**src/rtl/uart_pkg.sv**
```systemverilog
// Shared UART types and helpers: receiver state encoding, default frame
// geometry and the 3-sample majority vote used for bit recovery.
package uart_pkg;

    localparam int UART_DATA_BITS  = 8;
    localparam int UART_OVERSAMPLE = 16;

    typedef enum logic [2:0] {
        IDLE,
        START,
        DATA,
        PARITY,
        STOP,
        BREAK
    } rx_state_t;

    // Majority of three samples; a single glitched sample cannot flip the bit.
    function automatic logic majority3(input logic a, input logic b, input logic c);
        return (a & b) | (a & c) | (b & c);
    endfunction

endpackage

```
**src/rtl/uart_baud_tick.sv**
```systemverilog
// Oversample tick generator: counts 0..BAUD_DIV-1 while enabled and emits a
// one-cycle tick on the last count. Dropping en_i holds the counter at 0, so
// the tick phase restarts cleanly when the enable is raised again.
module uart_baud_tick #(
    parameter int BAUD_DIV = 27
) (
    input  logic clock,
    input  logic reset,
    input  logic en_i,
    output logic tick_o
);

    localparam int CW = (BAUD_DIV > 1) ? $clog2(BAUD_DIV) : 1;
    localparam logic [CW-1:0] CNT_LAST = CW'(BAUD_DIV - 1);

    logic [CW-1:0] cnt_q;

    // Free-running divider while enabled, parked at zero otherwise.
    always_ff @(posedge clock) begin
        if (reset || !en_i) begin
            cnt_q <= '0;
        end else if (cnt_q == CNT_LAST) begin
            cnt_q <= '0;
        end else begin
            cnt_q <= cnt_q + 1'b1;
        end
    end

    assign tick_o = en_i && (cnt_q == CNT_LAST);

endmodule

```
**src/rtl/uart_rx_frame.sv**
```systemverilog
// UART receiver: synchronises rx_serial, recovers 8N1 frames with 16x
// oversampling and a 3-sample majority vote at mid-bit, and hands bytes to
// the consumer through a valid/ready handshake with framing/overrun pulses.
// Build option UART_RX_PARITY_EN adds a parity bit between data and stop,
// plus the parity_odd input and parity_err pulse output.
//
// state  | meaning
// IDLE   | line idle, waiting for a 1->0 edge on the synchronised line
// START  | validating the start bit at mid-bit (high vote = false start)
// DATA   | shifting payload bits in, LSB first
// PARITY | checking the parity bit (UART_RX_PARITY_EN builds only)
// STOP   | stop-bit vote; high completes the byte, low is a framing error
// BREAK  | line held low after a framing error; wait for it to go high
module uart_rx_frame
    import uart_pkg::*;
#(
    parameter int DATA_BITS  = UART_DATA_BITS,
    parameter int OVERSAMPLE = UART_OVERSAMPLE,
    parameter int BAUD_DIV   = 27
) (
    input  logic                 clock,
    input  logic                 reset,
    input  logic                 rx_serial,
    output logic [DATA_BITS-1:0] rx_data,
    output logic                 rx_valid,
    input  logic                 rx_ready,
    output logic                 frame_err,
    output logic                 overrun,
    output logic                 busy
`ifdef UART_RX_PARITY_EN
    ,
    input  logic                 parity_odd,
    output logic                 parity_err
`endif
);

    localparam int SW = $clog2(OVERSAMPLE);
    localparam int BW = (DATA_BITS > 1) ? $clog2(DATA_BITS) : 1;

    localparam logic [SW-1:0] SAMP_LAST = SW'(OVERSAMPLE - 1);
    localparam logic [SW-1:0] SAMP_LO   = SW'(OVERSAMPLE / 2 - 1);
    localparam logic [SW-1:0] SAMP_MID  = SW'(OVERSAMPLE / 2);
    localparam logic [SW-1:0] SAMP_HI   = SW'(OVERSAMPLE / 2 + 1);
    localparam logic [BW-1:0] BIT_LAST  = BW'(DATA_BITS - 1);

    rx_state_t            state_q;
    logic                 rx_meta_q;
    logic                 rxs_q;
    logic                 rxs_prev_q;
    logic [SW-1:0]        samp_q;
    logic [BW-1:0]        bit_q;
    logic                 vote_lo_q;
    logic                 vote_mid_q;
    logic [DATA_BITS-1:0] shreg_q;
    logic                 done_q;
    logic                 frame_err_q;
    logic [DATA_BITS-1:0] rx_data_q;
    logic                 rx_valid_q;
    logic                 overrun_q;

    logic                 tick;
    logic                 mid_tick;
    logic                 wrap_tick;
    logic                 vote_d;
    logic                 fall_d;

`ifdef UART_RX_PARITY_EN
    logic                 par_bad_q;
    logic                 parity_err_q;
    logic                 par_bad_d;
`endif

    // Two-flop synchroniser plus a history flop for start-edge detection.
    always_ff @(posedge clock) begin
        if (reset) begin
            rx_meta_q  <= 1'b1;
            rxs_q      <= 1'b1;
            rxs_prev_q <= 1'b1;
        end else begin
            rx_meta_q  <= rx_serial;
            rxs_q      <= rx_meta_q;
            rxs_prev_q <= rxs_q;
        end
    end

    uart_baud_tick #(
        .BAUD_DIV(BAUD_DIV)
    ) u_baud_tick (
        .clock (clock),
        .reset (reset),
        .en_i  (state_q != IDLE),
        .tick_o(tick)
    );

    assign mid_tick  = tick && (samp_q == SAMP_HI);
    assign wrap_tick = tick && (samp_q == SAMP_LAST);
    assign vote_d    = majority3(vote_lo_q, vote_mid_q, rxs_q);
    assign fall_d    = rxs_prev_q && !rxs_q;

`ifdef UART_RX_PARITY_EN
    assign par_bad_d = ((^shreg_q) ^ vote_d) != parity_odd;
`endif

    // Sample counter within a bit period and capture of the first two votes.
    always_ff @(posedge clock) begin
        if (reset || state_q == IDLE) begin
            samp_q     <= '0;
            vote_lo_q  <= 1'b1;
            vote_mid_q <= 1'b1;
        end else if (tick) begin
            samp_q <= (samp_q == SAMP_LAST) ? '0 : samp_q + 1'b1;
            if (samp_q == SAMP_LO) begin
                vote_lo_q <= rxs_q;
            end
            if (samp_q == SAMP_MID) begin
                vote_mid_q <= rxs_q;
            end
        end
    end

    // Frame sequencing: start validation, data shift, stop check, break hold.
    always_ff @(posedge clock) begin
        if (reset) begin
            state_q      <= IDLE;
            bit_q        <= '0;
            shreg_q      <= '0;
            done_q       <= 1'b0;
            frame_err_q  <= 1'b0;
`ifdef UART_RX_PARITY_EN
            par_bad_q    <= 1'b0;
            parity_err_q <= 1'b0;
`endif
        end else begin
            done_q       <= 1'b0;
            frame_err_q  <= 1'b0;
`ifdef UART_RX_PARITY_EN
            parity_err_q <= 1'b0;
`endif
            case (state_q)
                IDLE: begin
                    bit_q <= '0;
`ifdef UART_RX_PARITY_EN
                    par_bad_q <= 1'b0;
`endif
                    if (fall_d) begin
                        state_q <= START;
                    end
                end
                START: begin
                    if (mid_tick && vote_d) begin
                        state_q <= IDLE;
                    end else if (wrap_tick) begin
                        state_q <= DATA;
                    end
                end
                DATA: begin
                    if (mid_tick) begin
                        shreg_q <= {vote_d, shreg_q[DATA_BITS-1:1]};
                    end
                    if (wrap_tick) begin
                        if (bit_q == BIT_LAST) begin
                            bit_q <= '0;
`ifdef UART_RX_PARITY_EN
                            state_q <= PARITY;
`else
                            state_q <= STOP;
`endif
                        end else begin
                            bit_q <= bit_q + 1'b1;
                        end
                    end
                end
`ifdef UART_RX_PARITY_EN
                PARITY: begin
                    if (mid_tick) begin
                        par_bad_q    <= par_bad_d;
                        parity_err_q <= par_bad_d;
                    end
                    if (wrap_tick) begin
                        state_q <= STOP;
                    end
                end
`endif
                STOP: begin
                    if (mid_tick) begin
                        if (vote_d) begin
`ifdef UART_RX_PARITY_EN
                            done_q <= !par_bad_q;
`else
                            done_q <= 1'b1;
`endif
                            state_q <= IDLE;
                        end else begin
                            frame_err_q <= 1'b1;
                            state_q     <= BREAK;
                        end
                    end
                end
                BREAK: begin
                    if (rxs_q) begin
                        state_q <= IDLE;
                    end
                end
                default: begin
                    state_q <= IDLE;
                end
            endcase
        end
    end

    // Consumer handshake: load on completion unless an unaccepted byte is held.
    always_ff @(posedge clock) begin
        if (reset) begin
            rx_data_q  <= '0;
            rx_valid_q <= 1'b0;
            overrun_q  <= 1'b0;
        end else begin
            overrun_q <= 1'b0;
            if (done_q) begin
                if (rx_valid_q && !rx_ready) begin
                    overrun_q <= 1'b1;
                end else begin
                    rx_data_q  <= shreg_q;
                    rx_valid_q <= 1'b1;
                end
            end else if (rx_valid_q && rx_ready) begin
                rx_valid_q <= 1'b0;
            end
        end
    end

    assign rx_data   = rx_data_q;
    assign rx_valid  = rx_valid_q;
    assign frame_err = frame_err_q;
    assign overrun   = overrun_q;
    assign busy      = (state_q != IDLE);
`ifdef UART_RX_PARITY_EN
    assign parity_err = parity_err_q;
`endif

endmodule

```
**config.mk**
```make
export PLATFORM = sky130hd
export DESIGN_NAME = uart_rx_frame
export DESIGN_NICKNAME = d
export VERILOG_FILES = /design/src/rtl/uart_pkg.sv /design/src/rtl/uart_baud_tick.sv /design/src/rtl/uart_rx_frame.sv
export SDC_FILE = /design/constraint.sdc
export NUM_CORES = 1
export LEC_CHECK = 0
export ABC_AREA = 1
export BUFFER_PORTS_ARGS = -buffer_cell sky130_fd_sc_hd__buf_4
export CAP_MARGIN = 10
export CORE_UTILIZATION = 25
export DETAILED_ROUTE_END_ITERATION = 7
export GPL_ROUTABILITY_DRIVEN = 1
export PLACE_DENSITY = 0.39
export SYNTH_ARGS = -nofsm -noshare
export SYNTH_HDL_FRONTEND = slang
export SYNTH_SLANG_ARGS = --single-unit
```
**constraint.sdc**
```tcl
create_clock -name clock -period 1.5 [get_ports clock]
set_input_delay 0.375 -clock clock [delete_from_list [all_inputs] [get_ports clock]]
set_output_delay 0.375 -clock clock [all_outputs]
set_load 0.1 [all_outputs]
```
Yosys cells after proc, flatten, opt, wreduce, memory -nomap -nowiden
Cells that the tools add are included.

word-level totals
  register bits = 40
  input bits = 4
  output and inout port bits = 12
  word-level logic and storage cells = 89

operators by class
  add/subtract/negate cells = 3
  equality and inequality tests = 17
  muxes and demuxes = 19
  bitwise operators = 9
  reduce and logical (&&, ||, !) cells = 26

operators with widths
  operator                                        number
  two-way mux 3 bit                               10
  case mux 3 bit (5 select lines)                 1
  == test 4 bit (second input constant)           3
  != test 2 bit (second input constant)           6
  AND reduction 2 bit                             6
  == test 3 bit (second input constant)           3
  logical AND 1 bit                               7
  two-way mux 1 bit                               6
  case mux 3 bit (2 select lines)                 1
  AND reduction 6 bit                             1
  adder 5 x 1 -> 5 bit (second input constant)    1
  == test 5 bit (second input constant)           1
  adder 4 x 1 -> 4 bit (second input constant)    1
  == test 4 x 3 -> 1 bit (second input constant)  1
  two-way mux 4 bit                               1
  NOT 1 bit                                       4
  nonzero test 2 bit                              2
  OR reduction 2 bit                              2
  adder 3 x 1 -> 3 bit (second input constant)    1
  bitwise AND 1 bit                               3
  == test 3 x 1 -> 1 bit (second input constant)  1
  == test 3 x 2 -> 1 bit (second input constant)  1
  zero test 1 bit                                 3
  zero test 3 bit                                 1
  other kinds (5)                                 7

Depth between registers and ports, before layout
Gate-level depths: netlist of run 1.

  depth in word-level cells = 6
  depth in mapped cells = 12

Hierarchy
A second synthesis of run 1 with hierarchy kept.

second synthesis, totals
  cells, all modules = 232
  area total of the unflattened synthesis = 1,780.5 µm²

modules (own cells, without submodules)
  module          instances  cells an instance  area an instance (µm²)  sequential area each (µm²)
  uart_rx_frame   1          200                1,541.5                 700.7
  uart_baud_tick  1          32                 239.0                   100.1

Worst setup path before layout of run 1
Ideal clock, no wire load.

  kind = flip-flop to flip-flop
  from = reg rx_valid_q (netlist: rx_valid)
  to = reg rx_data_q[3] (netlist: rx_data[3])
  arrival = 1,597 ps
  setup slack = -223 ps
  cell stages (with the launch flop) = 7
  clock period less this slack = 1,723 ps
  cell sequence = dfxtp_1 inv_1 nor2_1 nor2_1 clkbuf_1 o21ai_0 a21oi_1

on the way
  cells in the longest elaborated chain, start to end = 3

RTL lines
  item                           line                  text
  from (decl)                    uart_rx_frame.sv:58   logic rx_valid_q;
  from (signal assigned)         uart_rx_frame.sv:215  rx_valid_q <= 1'b0;
  from (signal assigned)         uart_rx_frame.sv:224  rx_valid_q <= 1'b1;
  from (signal assigned)         uart_rx_frame.sv:227  rx_valid_q <= 1'b0;
  logical AND 1 bit              uart_rx_frame.sv:220  if (rx_valid_q && !rx_ready) begin
  NOT 1 bit (no line)            --
  AND reduction 2 bit (no line)  --
  to (signal assigned)           uart_rx_frame.sv:223  rx_data_q <= shreg_q;
  to (decl)                      uart_rx_frame.sv:57   logic [DATA_BITS-1:0] rx_data_q;

Every way passes these cells.
A chain may end at the register's enable or synchronous reset.

Worst setup path in the final report of run 1
  from = reg state_q[0]
  to = out busy

on the way
  cells in the longest elaborated chain, start to end = 1

RTL lines
  item                    line                  text
  from (decl)             uart_rx_frame.sv:46   rx_state_t state_q;
  from (signal assigned)  uart_rx_frame.sv:124  state_q <= IDLE;
  from (signal assigned)  uart_rx_frame.sv:146  state_q <= START;
  from (signal assigned)  uart_rx_frame.sv:151  state_q <= IDLE;
  nonzero test 3 bit      uart_rx_frame.sv:236  assign busy = (state_q != IDLE);
  to (decl)               uart_rx_frame.sv:29   output logic busy

Every way passes these cells.

==> metrics.cfg, run 1 <==
[synthesis]
yosys_register_bits=40
synth_edf_count=0
yosys-top-cells-count=dfxtp_1 (40), nand2_1 (30), nor2_1 (27)
async_flop_share=0
yosys.area.top_type_share=0.4513
synthesis.instances=220
yosysSeqAreaShare=0.4513
yosys-top-cells-area=dfxtp_1 (45%), nand2_1 (6.3%), nor2_1 (5.7%), inv_1 (5.3%), ha_1 (4.9%)
synth.most_common_cell=dfxtp_1
synth_nets=231
syn_area_per_cell_um2=8.065
synth-warning-count=0
synth.cell_area_um2=1774
synthFlopType=dfxtp_1
yosys.cell_types.count=29
yosys.area.top_type=dfxtp_1

[floorplanning]
die_x_um=86.24
die_y_um=86.24
num_rows=30
die_area_um2=7437
ioPinCount=16
start_util=0.2597
coreArea_um2=6832

[global_routing]
grt_max_degree=16
grt_use_met3=0.04095
grtUsageTotal=0.1111
grt-busiest-layer=met2
gr-usage-met1=0.1463
grt_pass1_wl_mm=6.320
antenna_found_initial=0
overflow=0
grt_pass1_vias=1372
met2_usage=0.1659

[layout]
fin_nets=267
fill_cells=764
area_growth_pct=30.11
n_antenna_cell=0
final_cells=353
layout-drive-gt1-share=0.3074
multi_input_area_um2=902.1
seq_area_um2=807.0

[power]
p_per_area_nw_per_um2=1471
leakagePower_nw=0.9891
power_mw=3.395
vdd_drop_max_mv=0.4079

[clock_network]
clk_pin_slew_ns=0.09
cts_tree=built
cts_buffer_depth=2
cts_htree_levels=2
clock-root-buffer=clkbuf_8
numCtsBuffers=5
insertion_delay_ns=0.30
clock_sinks=40

[sta]
finalMaxSlewViolations=0
fin_ws_ns=0.03666
timing.final.hold_violations=0
fin_skew_ns=0.01146
slew_headroom=0.7071
fin_crit_sh=0.9756
fmax_ghz=0.6834
finalCriticalPeriod_ns=1.463
setup_violations=0
tightest_slew_ns=0.4388
rsz0062_at_grt=true
fin_tns_setup_ns=0
holdWs_ns=0.2764

[setup_path]
crit_fanout=6
crit_path_end_kind=output port
crit_arrival_ns=1.09
critPathLaunchType=flip-flop
worstSetupPathType=reg2out
worst_ep_required_time_ns=1.12

[drt]
vias=1459
vias_per_cell=4.133
firstDrtPassIters=4
ant_nets=0
drcViolationCount=0
initialDrtViolationCount=54
wirelength_mm=3.665
post_drt_wl_per_cell_um=10.38

[place]
dpl.hpwl_mm=2.722
gp_congestion=0.7412
dp.cells=342
post-place-ws_ns=-0.02196
io_buffers=15

[worst_hold_path]
hp-class=in2reg

[flow_run]
drv_cap=0

[status]
status=finished clean

critical path, stage by stage, from the launching register on:
cell     delay [ns]
dfxtp_1        0.34
nor2_4         0.17
nand2_8        0.10
buf_12         0.18
state kept, by name, summed over array words and instances, names as in the netlist, 3 cells and up:
signal / cells
state_q: 3
samp_q: 4
u_baud_tick.cnt_q: 5
rx_data: 8
bit_q: 3
shreg_q: 8
report_power, final:
| group | switching, mW | internal [mW] | leakage (nW) |
|---|---|---|---|
| combinational | 0.891 | 0.553 | 0.612 |
| clock | 0.382 | 0.367 | 0.0510 |
| sequential | 0.0561 | 1.15 | 0.326 |
layer usage:
metal,vias up,routed length (µm)
li1,788,-
met1,652,1908
met2,13,1579
met3,6,116
met4,0,59
met5,-,0
logic make-up after synthesis:
group | count (synthesis) | synth area share
simple gates | 93 | 0.2680
compound gates | 44 | 0.1403
flops | 40 | 0.4513
buf+inv | 33 | 0.07616
fa+ha+maj | 7 | 0.04936
xor+xnor | 3 | 0.01481
stage by stage:
stage / util / cell area, µm²
after floorplan: - / 1784
after global placement: 0.3101 / 2118
after detailed placement: 0.3101 / 2118
after CTS: 0.3255 / 2223
after global routing: 0.3379 / 2308
final: 0.3379 / 2308
cell usage in the layout (no fill, tap or decap), types with 2 or more instances in the layout:
cell type,n
inv_2,5
nand2_4,3
ha_1,6
a21oi_1,17
nand3_1,8
clkinv_2,2
buf_4,31
clkbuf_8,6
inv_1,23
a21oi_4,2
o21ai_0,16
or2_2,3
xor2_1,3
nor2_2,4
nand2_1,28
nor3_1,5
nor2_1,26
dfxtp_2,5
nor2_4,4
nand4_1,5
buf_12,2
o21ai_1,3
nand3_2,3
dfxtp_1,35
o211ai_1,2
final timing paths:
path	startpoint	end	slack, ns	cells past startpoint
max	state_q[0]	busy	0.04	3
min	rx_serial	rx_meta_q	0.28	2
max reg2reg	u_baud_tick.cnt_q[0]	state_q[1]	0.07	10
min reg2reg	rx_meta_q	rxs_q	0.40	1
final cells by class:
type / count / area share
well taps: 96 / 0.05203
inverters: 29 / 0.04932
repair buffers: 33 / 0.1182
clock buffers: 6 / 0.03577
clock inverters: 2 / 0.004336
flip-flops and latches: 40 / 0.3496
multi-input cells: 147 / 0.3908
what timing repair did:
action                                 4_1_cts  5_1_grt
endpoints found under the hold margin        0        0
gates cloned                                 0        0
setup endpoints to repair                    4       14
hold buffers                                 0        0
gates resized for setup                      5       17
pin swaps                                    2        6
buffers inserted                             0        3
Note: power is estimated with default switching activity, not from simulation.
==> inputs of run 2 (changes only) <==
--- a/config.mk
+++ b/config.mk
@@ -11,6 +11,7 @@
 export CORE_UTILIZATION = 25
 export DETAILED_ROUTE_END_ITERATION = 7
 export GPL_ROUTABILITY_DRIVEN = 1
+export GPL_TIMING_DRIVEN = 0
 export PLACE_DENSITY = 0.39
 export SYNTH_ARGS = -nofsm -noshare
 export SYNTH_HDL_FRONTEND = slang
==> metrics.cfg, run 2 (synthesized netlist as in run 1, its figures left out) <==
[floorplanning]
die_x_um=86.24
start_util=0.2597
num_rows=30
die_y_um=86.24
ioPinCount=16
coreArea_um2=6832
die_area_um2=7437

[sta]
holdWs_ns=0.2714
timing.final.hold_violations=0
finalMaxSlewViolations=0
fin_skew_ns=0.007168
fin_crit_sh=1.008
rsz0062_at_grt=true
slew_headroom=0.7110
setup_violations=1
finalCriticalPeriod_ns=1.513
fmax_ghz=0.6611
tightest_slew_ns=0.4336
fin_ws_ns=-0.01256
fin_tns_setup_ns=-0.01256

[place]
gp_congestion=0.7314
place_area_um2=2017
io_buffers=15
dp.cells=331
dpl.hpwl_mm=2.718
post-place-ws_ns=-0.1011

[global_routing]
overflow=0
grt_pass1_wl_mm=6.589
grtUsageTotal=0.1139
grt_pass1_vias=1432
grt_use_met3=0.03143
gr-usage-met1=0.1455
met2_usage=0.1818
antenna_found_initial=0
grt_max_degree=12
grt-busiest-layer=met2

[clock_network]
insertion_delay_ns=0.29
cts_htree_levels=2
clk_pin_slew_ns=0.08
clock_sinks=40
cts_buffer_depth=2
cts_tree=built
clock-root-buffer=clkbuf_8
numCtsBuffers=5

[drt]
vias_per_cell=4.205
ant_nets=0
firstDrtPassIters=4
vias=1455
drcViolationCount=0
post_drt_wl_per_cell_um=10.88
wirelength_mm=3.765
initialDrtViolationCount=54

[layout]
final_common_cell=dfxtp_1
final_core_util=0.3322
fin_nets=261
fill_cells=759
area_growth_pct=27.93
layout-drive-gt1-share=0.3080
n_antenna_cell=0
mostFrequentLayoutCells=dfxtp_1 (31), nand2_1 (28), nor2_1 (27)
fin_area_um2=2270
final_cells=346

[setup_path]
worstSetupPathType=reg2out
crit_slowest_cell=dfxtp_1
critical_path.max_stage_delay_ns=0.48
crit_chain=nor2_4 > nand2_8 > buf_12
worst_ep_required_time_ns=1.12
worstReg2RegStart=state_q[1]
crit_arrival_ns=1.14
rr_worst_depth=7
critPathLaunchType=flip-flop
reg2reg_slack_ns=0.05
r2r_end=shreg_q[7]
crit_fanout=6
crit_path_end_kind=output port

[power]
power_mw=3.364
p_per_area_nw_per_um2=1482
p_seq_frac=0.371
leakagePower_nw=0.9621
vdd_drop_max_mv=0.4599
clkPwrFrac=0.235
switching_power_mw=1.337
p_int_mw=2.027
sw_frac_of_total=0.3975
power_frac_comb=0.394

[status]
violations=negative setup slack
status=finished with violations

[worst_hold_path]
min_from=rx_serial
min_to=rx_meta_q
min_path_cells=2
hp-class=in2reg

[flow_run]
drv_cap=0

-- run 2: timing repair --
item                                   in CTS  in global routing
endpoints found under the hold margin       0                  0
hold buffers                                0                  0
setup endpoints to repair                  11                 23
resized for setup                          17                 14
pin swaps                                   9                 11
buffers inserted                            7                  1
-- run 2: layout make-up --
class                           instances  area [µm²]  area share
Multi-Input combinational cell        147       914.6      0.4030
Sequential cell                        40       817.0      0.3600
Timing Repair Buffer                   23       185.2     0.08159
Tap cell                               96       120.1     0.05292
Inverter                               29       111.4     0.04906
Clock buffer                            7       96.34     0.04245
Buffer                                  4       25.02     0.01103
-- run 2: layer usage --
metal / vias to the layer above / routed length, µm
met5: - / 0
met4: 0 / 51
met3: 5 / 96
met2: 16 / 1691
met1: 660 / 1926
li1: 774 / -
-- run 2: power groups by stage --
stage	clock, mW	sequential, mW	combinational [mW]
floorplan	0	1.23	0.900
global placement	0	1.25	1.12
detailed placement	0	1.25	1.11
CTS	0.829	1.24	1.30
global route	0.860	1.26	1.46
finish	0.790	1.25	1.33
-- run 2: how the worst max path moves through the flow --
stage / start / to / slack [ns]
2_1_floorplan: state_q[0] / bit_q[1] / 0.005
3_3_place_gp: u_baud_tick.cnt_q[0] / bit_q[1] / -0.09
3_5_place_dp: u_baud_tick.cnt_q[0] / bit_q[2] / -0.10
4_1_cts: state_q[0] / busy / -0.01
5_1_grt: u_baud_tick.cnt_q[0] / state_q[0] / -0.07
6_report: state_q[1] / busy / -0.01
-- run 2: worst max-delay path: cells and delay by family (launching register included) --
family,cells,cell delay (ns)
buffers and inverters,1,0.18
and+or+nand+nor,2,0.18
DFF,1,0.48
==> inputs of run 3 (changes only) <==
--- a/config.mk
+++ b/config.mk
@@ -13,6 +13,8 @@
 export GPL_ROUTABILITY_DRIVEN = 1
 export GPL_TIMING_DRIVEN = 0
 export PLACE_DENSITY = 0.39
+export SETUP_SLACK_MARGIN = 0.05
 export SYNTH_ARGS = -nofsm -noshare
 export SYNTH_HDL_FRONTEND = slang
+export SYNTH_HIERARCHICAL = 1
 export SYNTH_SLANG_ARGS = --single-unit
==> metrics.cfg, run 3 <==
[global_routing]
grt-busiest-layer=met2
gr-usage-met1=0.1471
overflow=0
grt_pass1_wl_mm=6.561
grt_max_degree=13
antenna_found_initial=0
grt_pass1_vias=1445
grt_use_met3=0.02857
grtUsageTotal=0.1120
met2_usage=0.1789

[layout]
layout-drive-gt1-share=0.3606
final_cells=365
fin_nets=279
area_growth_pct=33.87
fin_area_um2=2384
mostFrequentLayoutCells=nor2_1 (47), dfxtp_1 (34), buf_4 (26)
final_core_util=0.3489
n_antenna_cell=0
final_common_cell=nor2_1

[clock_network]
insertion_delay_ns=0.29
clock_sinks=40
clk_pin_slew_ns=0.08
cts_tree=built
clock-root-buffer=clkbuf_8
cts_htree_levels=2
numCtsBuffers=5
cts_buffer_depth=2

[synthesis]
yosys-top-cells-area=dfxtp_1 (45%), nor2_1 (11%), inv_1 (5.5%), nand2_1 (5.5%), o21ai_0 (5.3%)
yosys.cell_types.count=27
yosys_register_bits=40
synth.cell_area_um2=1780
syn_area_per_cell_um2=7.674
yosys.area.top_type=dfxtp_1
async_flop_share=0
yosys.area.top_type_share=0.4498
synthesis.instances=232
synth.most_common_cell=nor2_1
yosys-top-cells-count=nor2_1 (52), dfxtp_1 (40), inv_1 (26), nand2_1 (26), o21ai_0 (19)
synth-warning-count=6
synth_edf_count=0
yosysSeqAreaShare=0.4498
synth_nets=243
synthFlopType=dfxtp_1

[place]
place_area_um2=2042
io_buffers=15
dpl.hpwl_mm=2.711
dp.cells=343
post-place-ws_ns=-0.3039
gp_congestion=0.7286

[drt]
vias=1506
wirelength_mm=3.859
initialDrtViolationCount=38
drcViolationCount=0
ant_nets=0
post_drt_wl_per_cell_um=10.57
firstDrtPassIters=4
vias_per_cell=4.126

[setup_path]
worstSetupPathType=reg2out
crit_arrival_ns=1.27
crit_path_end_kind=output port
reg2reg_slack_ns=-0.14
worstReg2RegStart=state_q[0]
r2r_end=state_q[0]
crit_fanout=3
cp-startpoint=state_q[0]
critPathLaunchType=flip-flop
endpoint=busy
worst_ep_required_time_ns=1.12
rr_worst_depth=13

[sta]
slew_headroom=0.7160
fin_crit_sh=1.095
timing.final.hold_violations=0
rsz0062_at_grt=true
finalMaxSlewViolations=0
setup_violations=17
finalCriticalPeriod_ns=1.642
tightest_slew_ns=0.4260
fin_tns_setup_ns=-1.426
fmax_ghz=0.6090
fin_skew_ns=0.005750
fin_ws_ns=-0.1422
holdWs_ns=0.2713

[flow_run]
drv_cap=0

[worst_hold_path]
hp-class=in2reg

[floorplanning]
num_rows=30
die_y_um=86.39
coreArea_um2=6832
die_area_um2=7463
ioPinCount=16
start_util=0.2606
die_x_um=86.39

[status]
status=finished with violations
violations=negative setup slack

[power]
p_per_area_nw_per_um2=1420
vdd_drop_max_mv=0.4009
leakagePower_nw=1.043
power_mw=3.385

## run 3: cell count changes after synthesis, sizes merged, moves of 2 or more
| cell | change |
|---|---|
| nand3b | +2 |
| nand4 | +2 |
| o211ai | -2 |
| xor2 | -2 |
| inv | +2 |
| nand2 | -2 |
| a21oi | -12 |
| nor2 | +22 |
## run 3: what timing repair did
| action | in CTS | in global routing |
|---|---|---|
| endpoints found under the setup margin | 30 | 25 |
| resized for setup | 35 | 9 |
| pin swaps | 14 | 11 |
| hold buffers | 0 | 0 |
| setup buffers | 12 | 2 |
## run 3: critical path: stages (launching register included)
cell and delay [ns]:
dfxtp_2 0.35, nor3_4 0.24, clkinvlp_4 0.18, buf_6 0.21
## run 3: final cells by class
type,instances,area [µm²]
clock inverters,2,10.01
flip-flops and latches,40,810.8
inverters,31,125.1
repair buffers,29,232.7
plain buffers,5,32.53
well taps,96,120.1
clock buffers,6,82.58
fillers,775,4448
multi-input cells,156,969.7
## run 3: per-layer routing
layer  vias to the layer above  routed length [µm]
li1                        810                   -
met1                       675                1967
met2                        15                1729
met3                         6                 107
met4                         0                  55
met5                         -                   0
## run 3: kinds of logic (layout without fill, tap and decap cells)
| family | after synthesis | in the layout | share of synthesized area |
|---|---|---|---|
| adder cells (fa/ha/maj) | 7 | 7 | 0.04919 |
| XOR/XNOR | 2 | 2 | 0.009840 |
| AND/OR/NAND/NOR | 117 | 117 | 0.3190 |
| flip-flops | 40 | 40 | 0.4498 |
| buffers and inverters | 36 | 73 | 0.08081 |
| AO/OA/AOI/OAI | 30 | 30 | 0.09136 |
## run 3: how the worst min path moves through the flow
stage	start	to	slack [ns]	cells after the start
after global routing	rx_serial	rx_meta_q	0.27	2
after CTS	rx_serial	rx_meta_q	0.27	2
final	rx_serial	rx_meta_q	0.27	2
after floorplan	rx_meta_q	rxs_q	0.39	1
after detailed placement	rx_meta_q	rxs_q	0.41	1
after global placement	rx_meta_q	rxs_q	0.42	1
## run 3: power breakdown
group          internal (mW)  switching [mW]
logic                  0.556           0.862
clock network          0.368           0.386
registers               1.15          0.0680
